## config.mk

```make
export PLATFORM = sky130hd
export DESIGN_NAME = axil_coproc_frontend
export DESIGN_NICKNAME = d
export VERILOG_FILES = /design/src/rtl/axil_coproc_frontend.sv
export SDC_FILE = /design/constraint.sdc
export NUM_CORES = 2
export LEC_CHECK = 0
export BUFFER_PORTS_ARGS = -buffer_cell sky130_fd_sc_hd__buf_2
export CORE_ASPECT_RATIO = 0.7
export CORE_UTILIZATION = 28
export CTS_CLUSTER_SIZE = 12
export DETAILED_ROUTE_END_ITERATION = 7
export PLACE_DENSITY_LB_ADDON = 0.12
export SYNTH_ARGS = -nofsm -noshare
export SYNTH_HDL_FRONTEND = slang
export SYNTH_SLANG_ARGS = --single-unit
```

## constraint.sdc

```tcl
create_clock -name s_axi_aclk -period 2.8 [get_ports s_axi_aclk]
set_input_delay 0.56 -clock s_axi_aclk [delete_from_list [all_inputs] [get_ports s_axi_aclk]]
set_output_delay 0.56 -clock s_axi_aclk [all_outputs]
set_load 0.005 [all_outputs]
```

## src/rtl/axil_coproc_frontend.sv

```systemverilog
// AXI4-Lite slave front end for the crypto coprocessor: GPR bank, command FIFO, result writeback.
// Optional feature: define AXIL_FE_IRQ_EN to add the irq output and STATUS[10] irq_pending.
module axil_coproc_frontend #(
    parameter int ADDR_W    = 8,
    parameter int DATA_W    = 32,
    parameter int NUM_REGS  = 16,
    parameter int CMD_DEPTH = 4
) (
    input  logic                        s_axi_aclk,
    input  logic                        s_axi_aresetn,
    input  logic [ADDR_W-1:0]           s_axi_awaddr,
    input  logic                        s_axi_awvalid,
    output logic                        s_axi_awready,
    input  logic [DATA_W-1:0]           s_axi_wdata,
    input  logic [DATA_W/8-1:0]         s_axi_wstrb,
    input  logic                        s_axi_wvalid,
    output logic                        s_axi_wready,
    output logic [1:0]                  s_axi_bresp,
    output logic                        s_axi_bvalid,
    input  logic                        s_axi_bready,
    input  logic [ADDR_W-1:0]           s_axi_araddr,
    input  logic                        s_axi_arvalid,
    output logic                        s_axi_arready,
    output logic [DATA_W-1:0]           s_axi_rdata,
    output logic [1:0]                  s_axi_rresp,
    output logic                        s_axi_rvalid,
    input  logic                        s_axi_rready,
    output logic                        cmd_valid,
    input  logic                        cmd_ready,
    output logic [DATA_W-1:0]           cmd_data,
    input  logic                        res_valid,
    input  logic [$clog2(NUM_REGS)-1:0] res_idx,
    input  logic [DATA_W-1:0]           res_data
`ifdef AXIL_FE_IRQ_EN
    ,
    output logic                        irq
`endif
);

    localparam int IW = ADDR_W - 2;
    localparam int RW = $clog2(NUM_REGS);
    localparam int PW = $clog2(CMD_DEPTH);
    localparam int CW = PW + 1;
    localparam int SW = DATA_W / 8;
    localparam logic [IW-1:0] CMD_IDX  = IW'(NUM_REGS);
    localparam logic [IW-1:0] STAT_IDX = IW'(NUM_REGS + 1);
    localparam logic [CW-1:0] FULL_CNT = CW'(CMD_DEPTH);
    localparam logic [1:0] RESP_OKAY   = 2'b00;
    localparam logic [1:0] RESP_SLVERR = 2'b10;

    // Handshakes: a transfer occurs on any edge where valid && ready; once valid is
    // asserted the payload is held stable until that edge; responses hold until accepted.

    logic [DATA_W-1:0] regs [NUM_REGS];
    logic [DATA_W-1:0] fifo_mem [CMD_DEPTH];
    logic              aw_held, w_held, deferred;
    logic [IW-1:0]     aw_idx;
    logic [DATA_W-1:0] w_data;
    logic [SW-1:0]     w_strb;
    logic [PW-1:0]     wr_ptr, rd_ptr;
    logic [CW-1:0]     count;
    logic              irq_pending;

    logic              fifo_empty, fifo_full, push, pop;
    logic              wr_pending, wr_is_gpr, wr_defer, wr_commit, gpr_we, irq_clr;
    logic [1:0]        wr_resp;
    logic [IW-1:0]     ar_idx;
    logic [DATA_W-1:0] status, rd_word;
    logic [1:0]        rd_resp;
    logic              unused_ok;

    assign s_axi_awready = s_axi_aresetn && !aw_held && !s_axi_bvalid;
    assign s_axi_wready  = s_axi_aresetn && !w_held && !s_axi_bvalid;
    assign s_axi_arready = s_axi_aresetn && !s_axi_rvalid;

    assign fifo_empty = (count == '0);
    assign fifo_full  = (count == FULL_CNT);
    assign cmd_valid  = !fifo_empty;
    assign cmd_data   = fifo_empty ? '0 : fifo_mem[rd_ptr];
    assign pop        = cmd_valid && cmd_ready;

    // A GPR write colliding with a result writeback waits exactly one cycle, then lands on top.
    assign wr_pending = aw_held && w_held && !s_axi_bvalid;
    assign wr_is_gpr  = (aw_idx < CMD_IDX);
    assign wr_defer   = wr_pending && wr_is_gpr && res_valid && !deferred;
    assign wr_commit  = wr_pending && !wr_defer;
    assign gpr_we     = wr_commit && wr_is_gpr;
    assign push       = wr_commit && (aw_idx == CMD_IDX) && !fifo_full;
    assign irq_clr    = wr_commit && (aw_idx == STAT_IDX) && w_data[10];
    assign wr_resp    = (wr_is_gpr || (aw_idx == STAT_IDX) || ((aw_idx == CMD_IDX) && !fifo_full))
                        ? RESP_OKAY : RESP_SLVERR;

    assign ar_idx    = s_axi_araddr[ADDR_W-1:2];
    assign unused_ok = ^{s_axi_awaddr[1:0], s_axi_araddr[1:0], irq_clr};

    always_comb begin
        status            = '0;
        status[CW-1:0]    = count;
        status[8]         = fifo_empty;
        status[9]         = fifo_full;
        status[10]        = irq_pending;
        rd_word           = '0;
        rd_resp           = RESP_OKAY;
        if (ar_idx < CMD_IDX) begin
            rd_word = regs[ar_idx[RW-1:0]];
        end else if (ar_idx == STAT_IDX) begin
            rd_word = status;
        end else if (ar_idx != CMD_IDX) begin
            rd_resp = RESP_SLVERR;
        end
    end

    always_ff @(posedge s_axi_aclk) begin
        if (!s_axi_aresetn) begin
            aw_held      <= 1'b0;
            w_held       <= 1'b0;
            deferred     <= 1'b0;
            aw_idx       <= '0;
            w_data       <= '0;
            w_strb       <= '0;
            s_axi_bvalid <= 1'b0;
            s_axi_bresp  <= RESP_OKAY;
        end else begin
            if (s_axi_awvalid && s_axi_awready) begin
                aw_held <= 1'b1;
                aw_idx  <= s_axi_awaddr[ADDR_W-1:2];
            end
            if (s_axi_wvalid && s_axi_wready) begin
                w_held <= 1'b1;
                w_data <= s_axi_wdata;
                w_strb <= s_axi_wstrb;
            end
            if (wr_defer) begin
                deferred <= 1'b1;
            end
            if (wr_commit) begin
                deferred     <= 1'b0;
                s_axi_bvalid <= 1'b1;
                s_axi_bresp  <= wr_resp;
            end
            if (s_axi_bvalid && s_axi_bready) begin
                s_axi_bvalid <= 1'b0;
                aw_held      <= 1'b0;
                w_held       <= 1'b0;
            end
        end
    end

    // Writeback first, AXI bytes second: the later assignment wins on a deferred collision.
    always_ff @(posedge s_axi_aclk) begin
        if (!s_axi_aresetn) begin
            for (int i = 0; i < NUM_REGS; i++) begin
                regs[i] <= '0;
            end
        end else begin
            if (res_valid) begin
                regs[res_idx] <= res_data;
            end
            if (gpr_we) begin
                for (int b = 0; b < SW; b++) begin
                    if (w_strb[b]) begin
                        regs[aw_idx[RW-1:0]][b*8 +: 8] <= w_data[b*8 +: 8];
                    end
                end
            end
        end
    end

    always_ff @(posedge s_axi_aclk) begin
        if (!s_axi_aresetn) begin
            s_axi_rvalid <= 1'b0;
            s_axi_rdata  <= '0;
            s_axi_rresp  <= RESP_OKAY;
        end else if (s_axi_arvalid && s_axi_arready) begin
            s_axi_rvalid <= 1'b1;
            s_axi_rdata  <= rd_word;
            s_axi_rresp  <= rd_resp;
        end else if (s_axi_rvalid && s_axi_rready) begin
            s_axi_rvalid <= 1'b0;
        end
    end

    always_ff @(posedge s_axi_aclk) begin
        if (!s_axi_aresetn) begin
            wr_ptr <= '0;
            rd_ptr <= '0;
            count  <= '0;
        end else begin
            if (push) begin
                wr_ptr <= wr_ptr + 1'b1;
            end
            if (pop) begin
                rd_ptr <= rd_ptr + 1'b1;
            end
            case ({push, pop})
                2'b10:   count <= count + 1'b1;
                2'b01:   count <= count - 1'b1;
                default: count <= count;
            endcase
        end
    end

    always_ff @(posedge s_axi_aclk) begin
        if (push) begin
            fifo_mem[wr_ptr] <= w_data;
        end
    end

`ifdef AXIL_FE_IRQ_EN
    always_ff @(posedge s_axi_aclk) begin
        if (!s_axi_aresetn) begin
            irq_pending <= 1'b0;
        end else if (res_valid) begin
            irq_pending <= 1'b1;
        end else if (irq_clr) begin
            irq_pending <= 1'b0;
        end
    end
    assign irq = irq_pending;
`else
    assign irq_pending = 1'b0;
`endif

endmodule

```

==> metrics.txt <==
Clock Pin Slew Worst Setup and Hold Paths=0.06 ns; Total Nets Final=3,571; Cells after Synth=3,316; R2R depth=5; Primary FF master, synth=edfxtp_1; largest net degree at the start of global routing=71; fin util=33.59%; Worst Skew=0.02874 ns; # DRC=0; Reg-to-Reg End=fifo_mem[3][2]; Total Routed Length=145,400 µm; root buffer cell=clkbuf_16; PortBufs=164; Synth warnings=0; Worst Setup EP=cmd_data[0]; status=finished clean; die span in x=439.3 µm; # Max-Cap Violations=0; EDFF count, synth=640; vias after detailed routing=27,220; Synth top area share=51.28%; Tightest Pin Transition=0.7606 ns; CP arrival=2.13 ns; H-tree Lvls=3; max-slew violations=0; post-synthesis sequential area ratio=56.08%; WL/cell=27.53 µm; power density cells=557.6 nW/µm²; GRT Max-Usage Layer=met1; Leak=14.17 nW; Layout area overhead=18.11%; Global Route Usage Sum=21.29%; vias in the first global route=26,200; HP Class=in -> reg; Mapped Area=37,480 µm²; Initial Utilization=28.44%; total gr overflow=0; Chip Height=308.1 µm; final hold viol count=0; Die ar.=135,300 µm²; top post-synthesis cells by area=edfxtp_1, mux2i_1, nand2_1, mux4_2, dfxtp_1; setup violators final=0; Worst setup EP type=primary output; CTS tree=yes; number of CTS-inserted buffers=77; Max FO, Critical Path=16; Tmin final=2.690 ns; DR iter-0 viols=2,738; RSZ-0062 raised after global routing=no; IR drop worst, VDD=0.3741 mV; worst skew pair latency=0.69 ns; post-synth top area cell=edfxtp_1; clk sinks=730; first-pass GRT wire length=204,200 µm; Via density=5.155; Final HPWL DP=102,100 µm; Hold Startpoint=s_axi_wdata[25]; Placement Rows=111; library cells used by synthesis=66; Critical Path Start Type=flip-flop; syn_area_per_cell=11.30 µm²; internal reg-to-reg setup slack=0.40 ns; final antenna-violating net count=0; first-pass iteration count of the detailed router=5; reg2reg start=aw_idx[0]; met1 GRT Util=32.47%; met2 GRT Util=31.30%; ratio of final minimum period to clock period=96.07%; max_slew headroom=49.30%; io pins=171; FFs w/ async S/R, synth=0%; critical setup path kind=reg -> out; Placer Congestion=0.8083; layout cells sized above 1=22.76%; Yosys reg bits=730; initial antenna violation count=9; Setup Fix Bufs, Post-CTS=0; fmax=371.8 MHz; Bufs on Longest Clock Path=3; Core Box Area=131,800 µm²; Crit path required time=2.24 ns; grt met3 use=3.379%; setup TNS=0 ns
state kept, by name, summed over array words and instances (netlist names), 2 cells and up, named ones only:
signal       flops
aw_idx           6
count            3
fifo_mem       128
rd_ptr           2
regs           512
s_axi_rdata     32
w_data          32
w_strb           4
wr_ptr           2
worst min-delay path by stage:
stage	endpoint	slack [ns]	cells after the start
final	w_data[25]	0.13	3
after floorplan	s_axi_rdata[20]	0.45	2
after global placement	s_axi_rdata[25]	0.45	2
after global routing	w_data[20]	0.1	3
after CTS	w_data[14]	0.08	3
after detailed placement	s_axi_rdata[25]	0.44	2
routing by layer:
| metal | vias up | part of all wire [%] |
|---|---|---|
| met5 | - | 0.0089 |
| met4 | 2 | 2.1 |
| met3 | 136 | 6.0 |
| met2 | 923 | 43 |
| met1 | 13760 | 49 |
| li1 | 12400 | - |
cells in the final DEF, fill, tap and decap left out, drive strengths merged, types with 27 or more instances in the layout:
cell type    n
a21oi       58
nor3        44
buf        444
nand2      674
clkbuf     127
dfxtp       90
inv         41
mux2i      295
or3         63
and2        72
o2111ai     27
mux4       106
nand3      268
mux2        72
edfxtp     640
o21ai      267
o22a        27
nor2        56
layout make-up:
type                    instances  area, µm²
flip-flops and latches        730      21030
clock inverters                12      53.80
diodes                          2      5.005
clock buffers                 127       2290
inverters                      41      156.4
multi-input cells            2174      15060
fillers                     13150      87530
well taps                    1751       2191
repair buffers                444       3491
worst max-delay path: stages (launching register included):
cell and delay [ns]:
dfxtp_4 0.39, buf_12 0.20, mux4_2 0.53, and2_1 0.20, buf_2 0.13
kinds of logic after synthesis:
family                   Yosys count  share of synthesized area, %
AO/OA/AOI/OAI                    415                         6.406
XOR/XNOR                           5                        0.1169
adder cells (fa/ha/maj)            6                        0.2203
buffers and inverters            413                         4.647
flip-flops                       730                         56.08
multiplexers                     473                         16.41
other                              1                       0.01001
AND/OR/NAND/NOR                 1273                         16.10
power by group:
group / leakage [nW] / total, mW / internal, mW / switching, mW
combinational: 6.25 / 2.10 / 0.715 / 1.38
clock: 1.13 / 10.1 / 5.56 / 4.54
sequential: 6.79 / 12.5 / 12.3 / 0.199
synth_stat cells, drive strengths merged, types with 19 or more instances:
| master | number |
|---|---|
| inv | 41 |
| mux4 | 106 |
| o22a | 27 |
| mux2i | 295 |
| nor2 | 56 |
| and2 | 72 |
| a21oi | 58 |
| buf | 144 |
| o2111ai | 27 |
| nand3b | 19 |
| o21ai | 267 |
| dfxtp | 90 |
| o211ai | 19 |
| clkbuf | 228 |
| nand3 | 268 |
| nand2 | 674 |
| nor3 | 44 |
| edfxtp | 640 |
| mux2 | 72 |
| or3 | 63 |
through the flow:
step / total power, mW / hold slack [ns] / worst slack [ns] / cell area, µm² / cells
floorplan: 13.75 / 0.4500 / 0.1509 / 37480 / 3317
global placement: 14.83 / 0.4464 / 0.2229 / 41880 / 5139
detailed placement: 14.83 / 0.4419 / 0.2134 / 41880 / 5139
CTS: 24.92 / 0.07923 / 0.03355 / 44260 / 5279
global route: 25.44 / 0.09501 / 0.01161 / 44260 / 5279
finish: 24.68 / 0.1258 / 0.1100 / 44270 / 5281
repair_timing:
item / 4_1_cts / 5_1_grt
hold endpoints to repair: 0 / 0
setup endpoints to repair: 32 / 3
gates resized for setup: 3 / 1
cloned: 1 / 0
hold buffers: 0 / 0
(Power assumes the default switching activity.)
